<file path="src/rtl/memory_stage_pkg.sv">
// Shared types for the MEM stage: FSM encoding, MEM/WB bundle and an
// alignment helper used by the access-control FSM.
package memory_stage_pkg;

    localparam int WORD_W = 32;
    localparam int REG_W  = 5;

    typedef enum logic {
        ST_IDLE   = 1'b0,
        ST_ACCESS = 1'b1
    } state_e;

    typedef struct packed {
        logic              valid;
        logic              reg_write;
        logic              mem_to_reg;
        logic [WORD_W-1:0] read_data;
        logic [WORD_W-1:0] alu_result;
        logic [REG_W-1:0]  rd;
    } mem_wb_t;

    function automatic logic is_aligned(input logic [WORD_W-1:0] addr);
        return addr[1:0] == 2'b00;
    endfunction

endpackage

</file>
<file path="src/rtl/memory_stage_if.sv">
// Data-memory req/ack port: the MEM stage is the master, the memory the slave.
interface memory_stage_if;
    logic        dmReq;
    logic        dmWe;
    logic [31:0] dmAddr;
    logic [31:0] dmWdata;
    logic [31:0] dmRdata;
    logic        dmAck;

    modport master (output dmReq, dmWe, dmAddr, dmWdata, input dmRdata, dmAck);
    modport slave  (input dmReq, dmWe, dmAddr, dmWdata, output dmRdata, dmAck);
endinterface

</file>
<file path="src/rtl/memory_stage_mem_wb_reg.sv">
// MEM/WB pipeline register: loads the next bundle when enabled, and a squash
// kills the register-file write of the bundle being loaded.
module memory_stage_mem_wb_reg
    import memory_stage_pkg::*;
(
    input  logic    clk,
    input  logic    rst_n,
    input  logic    en,
    input  logic    squash,
    input  mem_wb_t d,
    output mem_wb_t q
);

    mem_wb_t wb_d;
    mem_wb_t wb_q;

    always_comb begin
        wb_d = wb_q;
        if (en) begin
            wb_d = d;
            if (squash) begin
                wb_d.reg_write = 1'b0;
            end
        end
    end

    always_ff @(posedge clk or negedge rst_n) begin
        if (!rst_n) begin
            wb_q <= '0;
        end else begin
            wb_q <= wb_d;
        end
    end

    assign q = wb_q;

endmodule

</file>
<file path="src/rtl/memory_stage.sv">
// MIPS MEM stage: resolves branches, runs load/store over a req/ack memory
// port with a timeout, stalls upstream while busy and feeds the MEM/WB register.
module memory_stage
    import memory_stage_pkg::*;
#(
    parameter int TIMEOUT = 16,
    parameter int CNT_W   = 5
) (
    input  logic                 CLK,
    input  logic                 RST_N,
    input  logic                 valid,
    input  logic [WORD_W-1:0]    aluResult,
    input  logic                 zero,
    input  logic [WORD_W-1:0]    addResult,
    input  logic [WORD_W-1:0]    aluReadData2out,
    input  logic [REG_W-1:0]     rdOrRt,
    input  logic                 memRead,
    input  logic                 memWrite,
    input  logic                 branch,
    input  logic                 regWrite,
    input  logic                 memToReg,
    memory_stage_if.master       dm,
    output logic                 stall,
    output logic                 pcSrc,
    output logic [WORD_W-1:0]    branchTarget,
    output logic                 wbValid,
    output logic                 wbRegWrite,
    output logic                 wbMemToReg,
    output logic [WORD_W-1:0]    wbReadData,
    output logic [WORD_W-1:0]    wbAluResult,
    output logic [REG_W-1:0]     wbRd,
    output logic                 errMisaligned,
    output logic                 errTimeout
);

    state_e             state_q, state_d;
    logic [CNT_W-1:0]   cnt_q, cnt_d;
    logic               req_q, req_d;
    logic               we_q, we_d;
    logic [WORD_W-1:0]  addr_q, addr_d;
    logic [WORD_W-1:0]  wdata_q, wdata_d;
    logic [REG_W-1:0]   rd_lat_q, rd_lat_d;
    logic               rw_lat_q, rw_lat_d;
    logic               m2r_lat_q, m2r_lat_d;
    logic               load_lat_q, load_lat_d;
    logic               err_mis_q, err_mis_d;
    logic               err_to_q, err_to_d;

    logic               mem_op;
    logic               wb_en;
    logic               wb_squash;
    mem_wb_t            wb_next;
    mem_wb_t            wb_cur;

    assign mem_op       = valid & (memRead | memWrite);
    assign pcSrc        = valid & branch & zero;
    assign branchTarget = addResult;

    always_comb begin
        state_d    = state_q;
        cnt_d      = cnt_q;
        req_d      = req_q;
        we_d       = we_q;
        addr_d     = addr_q;
        wdata_d    = wdata_q;
        rd_lat_d   = rd_lat_q;
        rw_lat_d   = rw_lat_q;
        m2r_lat_d  = m2r_lat_q;
        load_lat_d = load_lat_q;
        err_mis_d  = err_mis_q;
        err_to_d   = err_to_q;
        stall      = 1'b0;
        wb_en      = 1'b0;
        wb_squash  = 1'b0;
        wb_next    = wb_cur;

        case (state_q)
            ST_IDLE: begin
                wb_en                = 1'b1;
                wb_next.valid        = valid;
                wb_next.reg_write    = regWrite;
                wb_next.mem_to_reg   = memToReg;
                wb_next.alu_result   = aluResult;
                wb_next.rd           = rdOrRt;
                if (mem_op && !is_aligned(aluResult)) begin
                    // Misaligned access retires immediately as a harmless bubble.
                    err_mis_d        = 1'b1;
                    wb_next.valid    = 1'b1;
                    wb_squash        = 1'b1;
                end else if (mem_op) begin
                    stall            = 1'b1;
                    req_d            = 1'b1;
                    we_d             = memWrite;
                    addr_d           = aluResult;
                    wdata_d          = aluReadData2out;
                    rd_lat_d         = rdOrRt;
                    rw_lat_d         = regWrite & ~memWrite;
                    m2r_lat_d        = memToReg;
                    load_lat_d       = ~memWrite;
                    cnt_d            = CNT_W'(1);
                    state_d          = ST_ACCESS;
                    wb_next          = wb_cur;
                    wb_next.valid    = 1'b0;
                end
            end

            ST_ACCESS: begin
                stall = ~dm.dmAck;
                if (dm.dmAck || cnt_q == CNT_W'(TIMEOUT)) begin
                    // Retire: ack takes priority over a coincident timeout.
                    req_d              = 1'b0;
                    we_d               = 1'b0;
                    cnt_d              = '0;
                    state_d            = ST_IDLE;
                    wb_en              = 1'b1;
                    wb_next.valid      = 1'b1;
                    wb_next.reg_write  = rw_lat_q;
                    wb_next.mem_to_reg = m2r_lat_q;
                    wb_next.alu_result = addr_q;
                    wb_next.rd         = rd_lat_q;
                    if (dm.dmAck) begin
                        if (load_lat_q) begin
                            wb_next.read_data = dm.dmRdata;
                        end
                    end else begin
                        err_to_d  = 1'b1;
                        wb_squash = 1'b1;
                    end
                end else begin
                    cnt_d = cnt_q + CNT_W'(1);
                end
            end

            default: begin
                state_d = ST_IDLE;
            end
        endcase
    end

    always_ff @(posedge CLK or negedge RST_N) begin
        if (!RST_N) begin
            state_q    <= ST_IDLE;
            cnt_q      <= '0;
            req_q      <= 1'b0;
            we_q       <= 1'b0;
            addr_q     <= '0;
            wdata_q    <= '0;
            rd_lat_q   <= '0;
            rw_lat_q   <= 1'b0;
            m2r_lat_q  <= 1'b0;
            load_lat_q <= 1'b0;
            err_mis_q  <= 1'b0;
            err_to_q   <= 1'b0;
        end else begin
            state_q    <= state_d;
            cnt_q      <= cnt_d;
            req_q      <= req_d;
            we_q       <= we_d;
            addr_q     <= addr_d;
            wdata_q    <= wdata_d;
            rd_lat_q   <= rd_lat_d;
            rw_lat_q   <= rw_lat_d;
            m2r_lat_q  <= m2r_lat_d;
            load_lat_q <= load_lat_d;
            err_mis_q  <= err_mis_d;
            err_to_q   <= err_to_d;
        end
    end

    memory_stage_mem_wb_reg u_mem_wb_reg (
        .clk    (CLK),
        .rst_n  (RST_N),
        .en     (wb_en),
        .squash (wb_squash),
        .d      (wb_next),
        .q      (wb_cur)
    );

    assign dm.dmReq      = req_q;
    assign dm.dmWe       = we_q;
    assign dm.dmAddr     = addr_q;
    assign dm.dmWdata    = wdata_q;

    assign wbValid       = wb_cur.valid;
    assign wbRegWrite    = wb_cur.reg_write;
    assign wbMemToReg    = wb_cur.mem_to_reg;
    assign wbReadData    = wb_cur.read_data;
    assign wbAluResult   = wb_cur.alu_result;
    assign wbRd          = wb_cur.rd;
    assign errMisaligned = err_mis_q;
    assign errTimeout    = err_to_q;

endmodule

</file>
<file path="src/flat_wrapper.sv">
// flat-port wrapper written by rule: the top's interface ports become plain ports
module memory_stage_flat import memory_stage_pkg::*;
#(
    parameter int TIMEOUT = 16,
    parameter int CNT_W   = 5
)
  (CLK, RST_N, valid, aluResult, zero, addResult, aluReadData2out, rdOrRt, memRead, memWrite, branch, regWrite, memToReg, stall, pcSrc, branchTarget, wbValid, wbRegWrite, wbMemToReg, wbReadData, wbAluResult, wbRd, errMisaligned, errTimeout, dm_dmReq, dm_dmWe, dm_dmAddr, dm_dmWdata, dm_dmRdata, dm_dmAck);
  memory_stage_if dm_i ();
  input  logic CLK;
  input  logic RST_N;
  input  logic valid;
  input  logic [WORD_W-1:0] aluResult;
  input  logic zero;
  input  logic [WORD_W-1:0] addResult;
  input  logic [WORD_W-1:0] aluReadData2out;
  input  logic [REG_W-1:0] rdOrRt;
  input  logic memRead;
  input  logic memWrite;
  input  logic branch;
  input  logic regWrite;
  input  logic memToReg;
  output logic stall;
  output logic pcSrc;
  output logic [WORD_W-1:0] branchTarget;
  output logic wbValid;
  output logic wbRegWrite;
  output logic wbMemToReg;
  output logic [WORD_W-1:0] wbReadData;
  output logic [WORD_W-1:0] wbAluResult;
  output logic [REG_W-1:0] wbRd;
  output logic errMisaligned;
  output logic errTimeout;
  output wire logic [$bits(dm_i.dmReq)-1:0] dm_dmReq;
  output wire logic [$bits(dm_i.dmWe)-1:0] dm_dmWe;
  output wire logic [$bits(dm_i.dmAddr)-1:0] dm_dmAddr;
  output wire logic [$bits(dm_i.dmWdata)-1:0] dm_dmWdata;
  input wire logic [$bits(dm_i.dmRdata)-1:0] dm_dmRdata;
  input wire logic [$bits(dm_i.dmAck)-1:0] dm_dmAck;
  assign dm_dmReq = dm_i.dmReq;
  assign dm_dmWe = dm_i.dmWe;
  assign dm_dmAddr = dm_i.dmAddr;
  assign dm_dmWdata = dm_i.dmWdata;
  assign dm_i.dmRdata = dm_dmRdata;
  assign dm_i.dmAck = dm_dmAck;
  memory_stage #(.TIMEOUT(TIMEOUT), .CNT_W(CNT_W)) u_core (.CLK(CLK), .RST_N(RST_N), .valid(valid), .aluResult(aluResult), .zero(zero), .addResult(addResult), .aluReadData2out(aluReadData2out), .rdOrRt(rdOrRt), .memRead(memRead), .memWrite(memWrite), .branch(branch), .regWrite(regWrite), .memToReg(memToReg), .dm(dm_i), .stall(stall), .pcSrc(pcSrc), .branchTarget(branchTarget), .wbValid(wbValid), .wbRegWrite(wbRegWrite), .wbMemToReg(wbMemToReg), .wbReadData(wbReadData), .wbAluResult(wbAluResult), .wbRd(wbRd), .errMisaligned(errMisaligned), .errTimeout(errTimeout));
endmodule
</file>
<file path="config.mk">
export PLATFORM = sky130hd
export DESIGN_NAME = memory_stage_flat
export DESIGN_NICKNAME = d
export VERILOG_FILES = /design/src/rtl/memory_stage_pkg.sv /design/src/rtl/memory_stage_if.sv /design/src/rtl/memory_stage_mem_wb_reg.sv /design/src/rtl/memory_stage.sv /design/src/flat_wrapper.sv
export SDC_FILE = /design/constraint.sdc
export NUM_CORES = 1
export LEC_CHECK = 0
export BUFFER_PORTS_ARGS = -buffer_cell sky130_fd_sc_hd__buf_4
export CAP_MARGIN = 20
export CORE_ASPECT_RATIO = 1.1
export CORE_UTILIZATION = 45
export DETAILED_ROUTE_END_ITERATION = 10
export GPL_ROUTABILITY_DRIVEN = 0
export PLACE_DENSITY = 0.79
export SLEW_MARGIN = 15
export SYNTH_ARGS = -nofsm -noshare
export SYNTH_HDL_FRONTEND = slang
export SYNTH_SLANG_ARGS = --single-unit
export TNS_END_PERCENT = 5
</file>
<file path="constraint.sdc">
create_clock -name CLK -period 3.9 [get_ports CLK]
set_input_delay 0.585 -clock CLK [delete_from_list [all_inputs] [get_ports CLK]]
set_output_delay 0.585 -clock CLK [all_outputs]
set_load 0.02 [all_outputs]
</file>
; Yosys cells after proc, flatten, opt, wreduce, memory -nomap -nowiden
; Cells that the tools add are included.
; Widths: inputs -> output; s select.
[op_classes]
n_addsub = 1
eq_ne = 9
muxes = 30
n_bitwise = 9
reduce_logical = 13
[op_table]
columns = cell, n
row1 = $mux 72, 2
row2 = $pmux 72 s2, 1
row3 = $mux 71, 1
row4 = $mux 32, 2
row5 = $mux 5, 3
row6 = $reduce_and 3->1, 5
row7 = $mux 1, 14
row8 = $pmux 1 s2, 6
row9 = $pmux 5 s2, 1
row10 = $ne 2x2->1 const B, 4
row11 = $ne 3x3->1 const B, 2
row12 = $reduce_and 2->1, 3
row13 = $add 5x1->5 const B, 1
row14 = $eq 5x5->1 const B, 1
row15 = $reduce_and 5->1, 1
row16 = $and 1x1->1, 4
row17 = $ne 4x4->1 const B, 1
row18 = $not 1->1, 4
row19 = $logic_not 2->1, 1
row20 = $ne 2x1->1 const B, 1
row21 = $logic_and 1x1->1, 1
row22 = $logic_not 1->1, 1
row23 = $logic_or 1x1->1, 1
row24 = $or 1x1->1, 1
[totals]
register_bits = 154
in_bits = 143
out_inout_bits = 174
wordCells = 80

; Depth between registers and ports, before layout
[logic_depth]
depth_word = 7
mapped_depth = 7
mapped_depth_nobuf = 6

; Hierarchy
; From an unflattened synthesis, not the netlist that was laid out.
[unflattened]
hier_cells = 682
area_unflattened_um2 = 8425.6
[by_module_without_submodules]
columns = mod, n_inst, cells_per_inst, area_each_um2, seq_area_each_um2
row1 = memory_stage, 1, 528, 5401.4, 2052.0
row2 = memory_stage_mem_wb_reg, 1, 154, 3024.2, 1801.7

; Least setup slack after synthesis
; OpenSTA, ideal clock, no wires.
[synth_path]
path_type = input -> output
from = input port aluResult[0]
to = output port stall
arrival_time_ps = 1581
t_required_ps = 3315
slack_ps = 1734
path_stages = 5
path_buffers = 2
cell_sequence = or2_1 > nor3_2 > buf_4 > buf_4 > or2_2
[synth_via]
elab_chain_len = 5
[synth_lines]
columns = item, line
row1 = start: declaration, flat_wrapper.sv:12  ; input logic [WORD_W-1:0] aluResult;
row2 = $logic_not 2->1, memory_stage_pkg.sv:23  ; return addr[1:0] == 2'b00;
row3 = $logic_not 1->1, memory_stage.sv:85  ; if (mem_op && !is_aligned(aluResult)) begin
row4 = $logic_and 1x1->1, memory_stage.sv:85
row5 = $mux 1, memory_stage.sv:85
row6 = $pmux 1 s2, memory_stage.sv:77  ; case (state_q)
row7 = end: declaration, flat_wrapper.sv:22  ; output logic stall;
; No other way between the ends.

; Final worst setup path
[layout_path]
from = register u_core.state_q
to = output port stall
[layout_via]
elab_chain_len = 2
[layout_lines]
columns = item, line
row1 = start: declaration, memory_stage.sv:36  ; state_e state_q, state_d;
row2 = start signal: assignment, memory_stage.sv:155  ; state_q <= state_d;
row3 = $not 1->1 (no line), n/a
row4 = $pmux 1 s2 (*), memory_stage.sv:77
; Every way passes the cells marked *; elsewhere a longest branch is shown, timed or not.

==> impl_results.html <==
<table>
<tr><th>Metric</th><th>Value</th></tr>
<tr><th colspan="2">Clock network</th></tr>
<tr><td>Post-CTS setup buffer count</td><td>0</td></tr>
<tr><td>TritonCTS clock tree</td><td>yes</td></tr>
<tr><td>Total of hold buffers inserted after clock tree synthesis</td><td>0</td></tr>
<tr><td>CTS buffer count</td><td>17</td></tr>
<tr><td>Clock-pin slew on the worst setup and hold paths</td><td>0.06 ns</td></tr>
<tr><td>Post-cts gate resize count</td><td>0</td></tr>
<tr><td>Clock sink count</td><td>154</td></tr>
<tr><td>Buffer type at the clock tree root</td><td>sky130_fd_sc_hd__clkbuf_16</td></tr>
<tr><td>Worst-skew pair later-pin latency</td><td>0.42 ns</td></tr>
<tr><td>Clk buf depth</td><td>2</td></tr>
<tr><td>Number of levels in the clock H-tree</td><td>4</td></tr>
<tr><th colspan="2">Final layout</th></tr>
<tr><td>Nets</td><td>805</td></tr>
<tr><td>Fill cell count</td><td>1137</td></tr>
<tr><td>Antenna fix cells</td><td>0</td></tr>
<tr><td>Most frequent cells in the layout</td><td>sky130_fd_sc_hd__buf_4, sky130_fd_sc_hd__dfrtp_1, sky130_fd_sc_hd__mux2_2</td></tr>
<tr><td>Fraction of final layout cells sized beyond drive strength 1</td><td>62.1%</td></tr>
<tr><td>Most common library cell in the layout ignoring fill and taps</td><td>sky130_fd_sc_hd__buf_4</td></tr>
<tr><td>Area growth from synthesis to layout</td><td>36.7%</td></tr>
<tr><th colspan="2">STA</th></tr>
<tr><td>Period utilization</td><td>58.8%</td></tr>
<tr><td>Setup clock skew after layout</td><td>0.00634 ns</td></tr>
<tr><td>RSZ-0062 raised after global routing</td><td>no</td></tr>
<tr><td>Finish-stage setup viols</td><td>0</td></tr>
<tr><td>Final hold violation count</td><td>0</td></tr>
<tr><td>Minimum period implied by the final worst setup slack</td><td>2.29 ns</td></tr>
<tr><td>Slew @ Worst Pin</td><td>0.943 ns</td></tr>
<tr><td>Maximum operating frequency</td><td>436 MHz</td></tr>
<tr><td>Accumulated negative setup slack</td><td>0 ns</td></tr>
<tr><td>Worst-case setup margin in the final layout</td><td>1.61 ns</td></tr>
<tr><td>Worst slew slack as a fraction of its limit</td><td>37.1%</td></tr>
<tr><td>Slew Viols, Final</td><td>0</td></tr>
<tr><th colspan="2">Place</th></tr>
<tr><td>Count of buffers from port buffering</td><td>252</td></tr>
<tr><td>Total half-perimeter wirelength after legalization and detailed placement</td><td>10700 um</td></tr>
<tr><td>Worst setup slack before clock tree synthesis</td><td>1.52 ns</td></tr>
<tr><th colspan="2">Yosys</th></tr>
<tr><td>Synthesized net count</td><td>580</td></tr>
<tr><td>Mapped Cells</td><td>435</td></tr>
<tr><td>Number of synthesized flops with an enable pin</td><td>0</td></tr>
<tr><td>FF+latch count, synth</td><td>154</td></tr>
<tr><td>Number of different library cells in the post-synthesis netlist</td><td>38</td></tr>
<tr><td>Flip-flop cell with the highest count after synthesis</td><td>sky130_fd_sc_hd__dfrtp_1</td></tr>
<tr><td>Netlist area before placement</td><td>6590 um^2</td></tr>
<tr><td>Warnings from Yosys</td><td>0</td></tr>
<tr><td>Share of flip-flops with an asynchronous set or reset</td><td>100%</td></tr>
<tr><td>Proportion of synthesized chip area in sequential cells</td><td>58.5%</td></tr>
<tr><td>Avg Synthesized Cell Area</td><td>15.2 um^2</td></tr>
<tr><th colspan="2">Floorplanning</th></tr>
<tr><td>IO Pins</td><td>317</td></tr>
<tr><td>Overall die area</td><td>15100 um^2</td></tr>
<tr><td>Chip height</td><td>129 um</td></tr>
<tr><td>Initial Utilization</td><td>45.8%</td></tr>
<tr><td>X dimension of the die</td><td>117 um</td></tr>
<tr><td>Core Rows</td><td>46</td></tr>
<tr><td>Placeable Area</td><td>14400 um^2</td></tr>
<tr><th colspan="2">Setup path</th></tr>
<tr><td>Worst-path fanout max</td><td>7</td></tr>
<tr><td>Stages on worst setup path</td><td>3</td></tr>
<tr><td>Largest delay share family, worst path</td><td>simple AND/OR/NAND/NOR gates</td></tr>
<tr><td>Library cell contributing the largest single delay on the critical path</td><td>sky130_fd_sc_hd__nor2b_1</td></tr>
<tr><td>Start of the worst register-to-register path</td><td>u_core.cnt_q[0]</td></tr>
<tr><td>Critical path type</td><td>flop to output port</td></tr>
<tr><td>Cells along the critical path</td><td>nor2b_1 &gt; or2_2 &gt; buf_4</td></tr>
<tr><td>Startpoint Class</td><td>flop</td></tr>
<tr><td>Worst reg2reg path depth</td><td>7</td></tr>
<tr><td>Required time worst endpoint</td><td>3.31 ns</td></tr>
<tr><td>Number of buffer and inverter instances along the worst setup path</td><td>1</td></tr>
<tr><td>Slowest Stage Delay on Critical Path</td><td>0.49 ns</td></tr>
<tr><td>Arrival @ worst endpoint</td><td>1.71 ns</td></tr>
<tr><td>Sort of element at the end of the critical path</td><td>output port</td></tr>
<tr><td>Origin of the worst setup path</td><td>u_core.state_q</td></tr>
<tr><th colspan="2">Run</th></tr>
<tr><td>Maxcap violations</td><td>0</td></tr>
<tr><th colspan="2">Drt</th></tr>
<tr><td>Total via count after detailed routing</td><td>4369</td></tr>
<tr><td>Count of unresolved DRC violations after routing</td><td>0</td></tr>
<tr><td>Antenna-violating nets left</td><td>0</td></tr>
<tr><td>Final routed wirelength across all metal layers</td><td>15100 um</td></tr>
<tr><td>Routed via count divided by cell count</td><td>5.05</td></tr>
<tr><td>Detailed Routing Iterations Pass 1</td><td>4</td></tr>
<tr><td>Detailed-route wire length per cell</td><td>17.5 um</td></tr>
<tr><td>Number of DRC violations after detailed-routing iteration 0</td><td>128</td></tr>
<tr><th colspan="2">Global route</th></tr>
<tr><td>Total GRT Usage</td><td>20.4%</td></tr>
<tr><td>Antenna violations before repair</td><td>0</td></tr>
<tr><td>Sum of overflow across all layers after global routing</td><td>0</td></tr>
<tr><td>Vias in the first global route</td><td>4684</td></tr>
<tr><td>Pin count of the biggest net entering global routing</td><td>104</td></tr>
<tr><td>Global-route wire length before repair</td><td>23900 um</td></tr>
<tr><th colspan="2">Run status</th></tr>
<tr><td>Outcome</td><td>finished clean</td></tr>
<tr><th colspan="2">Pwr</th></tr>
<tr><td>Proportion of power drawn by flip-flops and latches</td><td>40.2%</td></tr>
<tr><td>Max VDD drop</td><td>0.000291 V</td></tr>
<tr><td>Switching pwr</td><td>1.68 mW</td></tr>
<tr><td>Net Sw Frac</td><td>30.7%</td></tr>
<tr><td>Combinational fraction of design power</td><td>29.8%</td></tr>
<tr><td>Pwr/cell area</td><td>606 nW/um^2</td></tr>
<tr><td>Internal</td><td>3.78 mW</td></tr>
<tr><td>Clock power share</td><td>30.0%</td></tr>
<tr><td>Reported leakage power</td><td>4.27 nW</td></tr>
<tr><th colspan="2">Min path</th></tr>
<tr><td>Path type of the worst min-delay path</td><td>input pin to asynchronous set/reset pin</td></tr>
</table>
synth_stat cells (all sizes together), types with 2 or more instances:
cell type  instances  area share [%]
a221o              2            0.30
a22o               3            0.40
a2bb2oi            2            0.27
and3               2            0.19
buf               52             5.7
dfrtp            154              58
ha                 2            0.38
inv                5            0.28
mux2             177              30
nand3              5            0.38
nor2               3            0.17
nor2b              6            0.57
nor3               2            0.23
o21ai              2            0.15
or2                2            0.19
xnor2              2            0.27
worst paths after layout:
check | slack [ns] | to
worst min-delay path | 0.24 | u_core.dm.dmWdata[15]
worst max-delay path | 1.61 | stall
min in group CLK | 0.38 | u_core.dm.dmWdata[0]
worst min register to register | 0.48 | u_core.dm.dmWdata[12]
worst max register to register | 1.68 | u_core.u_mem_wb_reg.q[70]
max in group asynchronous | 2.77 | u_core.u_mem_wb_reg.q[46]
per-layer routing:
metal | part of all wire, % | up-vias | GRT usage (%) | wire length [um]
met5 | 0 | - | 0 | 0
met4 | 2.9 | 0 | 10.3 | 433
met3 | 7.4 | 36 | 7.27 | 1120
met2 | 52 | 190 | 35.2 | 7800
met1 | 38 | 2178 | 22.5 | 5750
li1 | - | 1965 | - | -
worst register-to-register path: stages (launching register included):
cell and delay (ns):
sky130_fd_sc_hd__dfrtp_1 0.42, sky130_fd_sc_hd__inv_1 0.08, sky130_fd_sc_hd__ha_1 0.17, sky130_fd_sc_hd__nand4bb_1 0.24, sky130_fd_sc_hd__a32oi_4 0.25, sky130_fd_sc_hd__buf_4 0.51, sky130_fd_sc_hd__inv_2 0.07, sky130_fd_sc_hd__a221o_1 0.37
area by class of cell:
cell class                      count  area (um^2)  share of cell area (%)
Inverter                            5         18.8                   0.208
Tap cell                          192          240                    2.67
Sequential cell                   154         3850                    42.8
Clock inverter                     13          151                    1.68
Timing Repair Buffer              258         1950                    21.7
Clock buffer                       19          433                    4.80
Multi-Input combinational cell    224         2360                    26.2
cell families (layout without fill, tap and decap cells):
logic type	Yosys count	after routing	share of synthesized area [%]
xor gates and xnor gates	2	2	0.266
adders and majority gates	2	2	0.380
muxes	178	178	30.4
and+or+nand+nor	26	26	2.47
buffers and inverters	57	295	5.98
DFF	154	154	58.5
AOI/OAI and AO/OA	16	16	2.05
sequential cells by signal, summed over array words and instances (netlist names):
register and cells:
u_core.dm.dmAddr 32, u_core.cnt_q 5, u_core.rw_lat_q 1, u_core.dm.dmReq 1
u_core.errTimeout 1, u_core.dm.dmWe 1, u_core.rd_lat_q 5, u_core.m2r_lat_q 1
u_core.state_q 1, u_core.errMisaligned 1, u_core.u_mem_wb_reg.q 72, u_core.dm.dmWdata 32
u_core.load_lat_q 1
per-stage QoR:
| stage | power (mW) | utilization [%] | cell area [um^2] | cells | hold slack, ns |
|---|---|---|---|---|---|
| floorplan | 3.09 | - | 6590 | 435 | 0.289 |
| global placement | 3.80 | 58.6 | 8430 | 833 | 0.447 |
| detailed placement | 3.86 | 58.6 | 8430 | 833 | 0.475 |
| CTS | 5.52 | 62.6 | 9010 | 865 | 0.308 |
| global route | 5.70 | 62.6 | 9010 | 865 | 0.357 |
| finish | 5.46 | 62.6 | 9010 | 865 | 0.240 |
power groups by stage:
stage / Clock, mW / Sequential [mW] / Combinational, mW
6_report: 1.64 / 2.19 / 1.63
5_1_grt: 1.73 / 2.24 / 1.72
4_1_cts: 1.67 / 2.20 / 1.65
3_5_place_dp: 0 / 2.22 / 1.64
3_3_place_gp: 0 / 2.19 / 1.61
2_1_floorplan: 0 / 2.62 / 0.472
(Power assumes the default switching activity.)
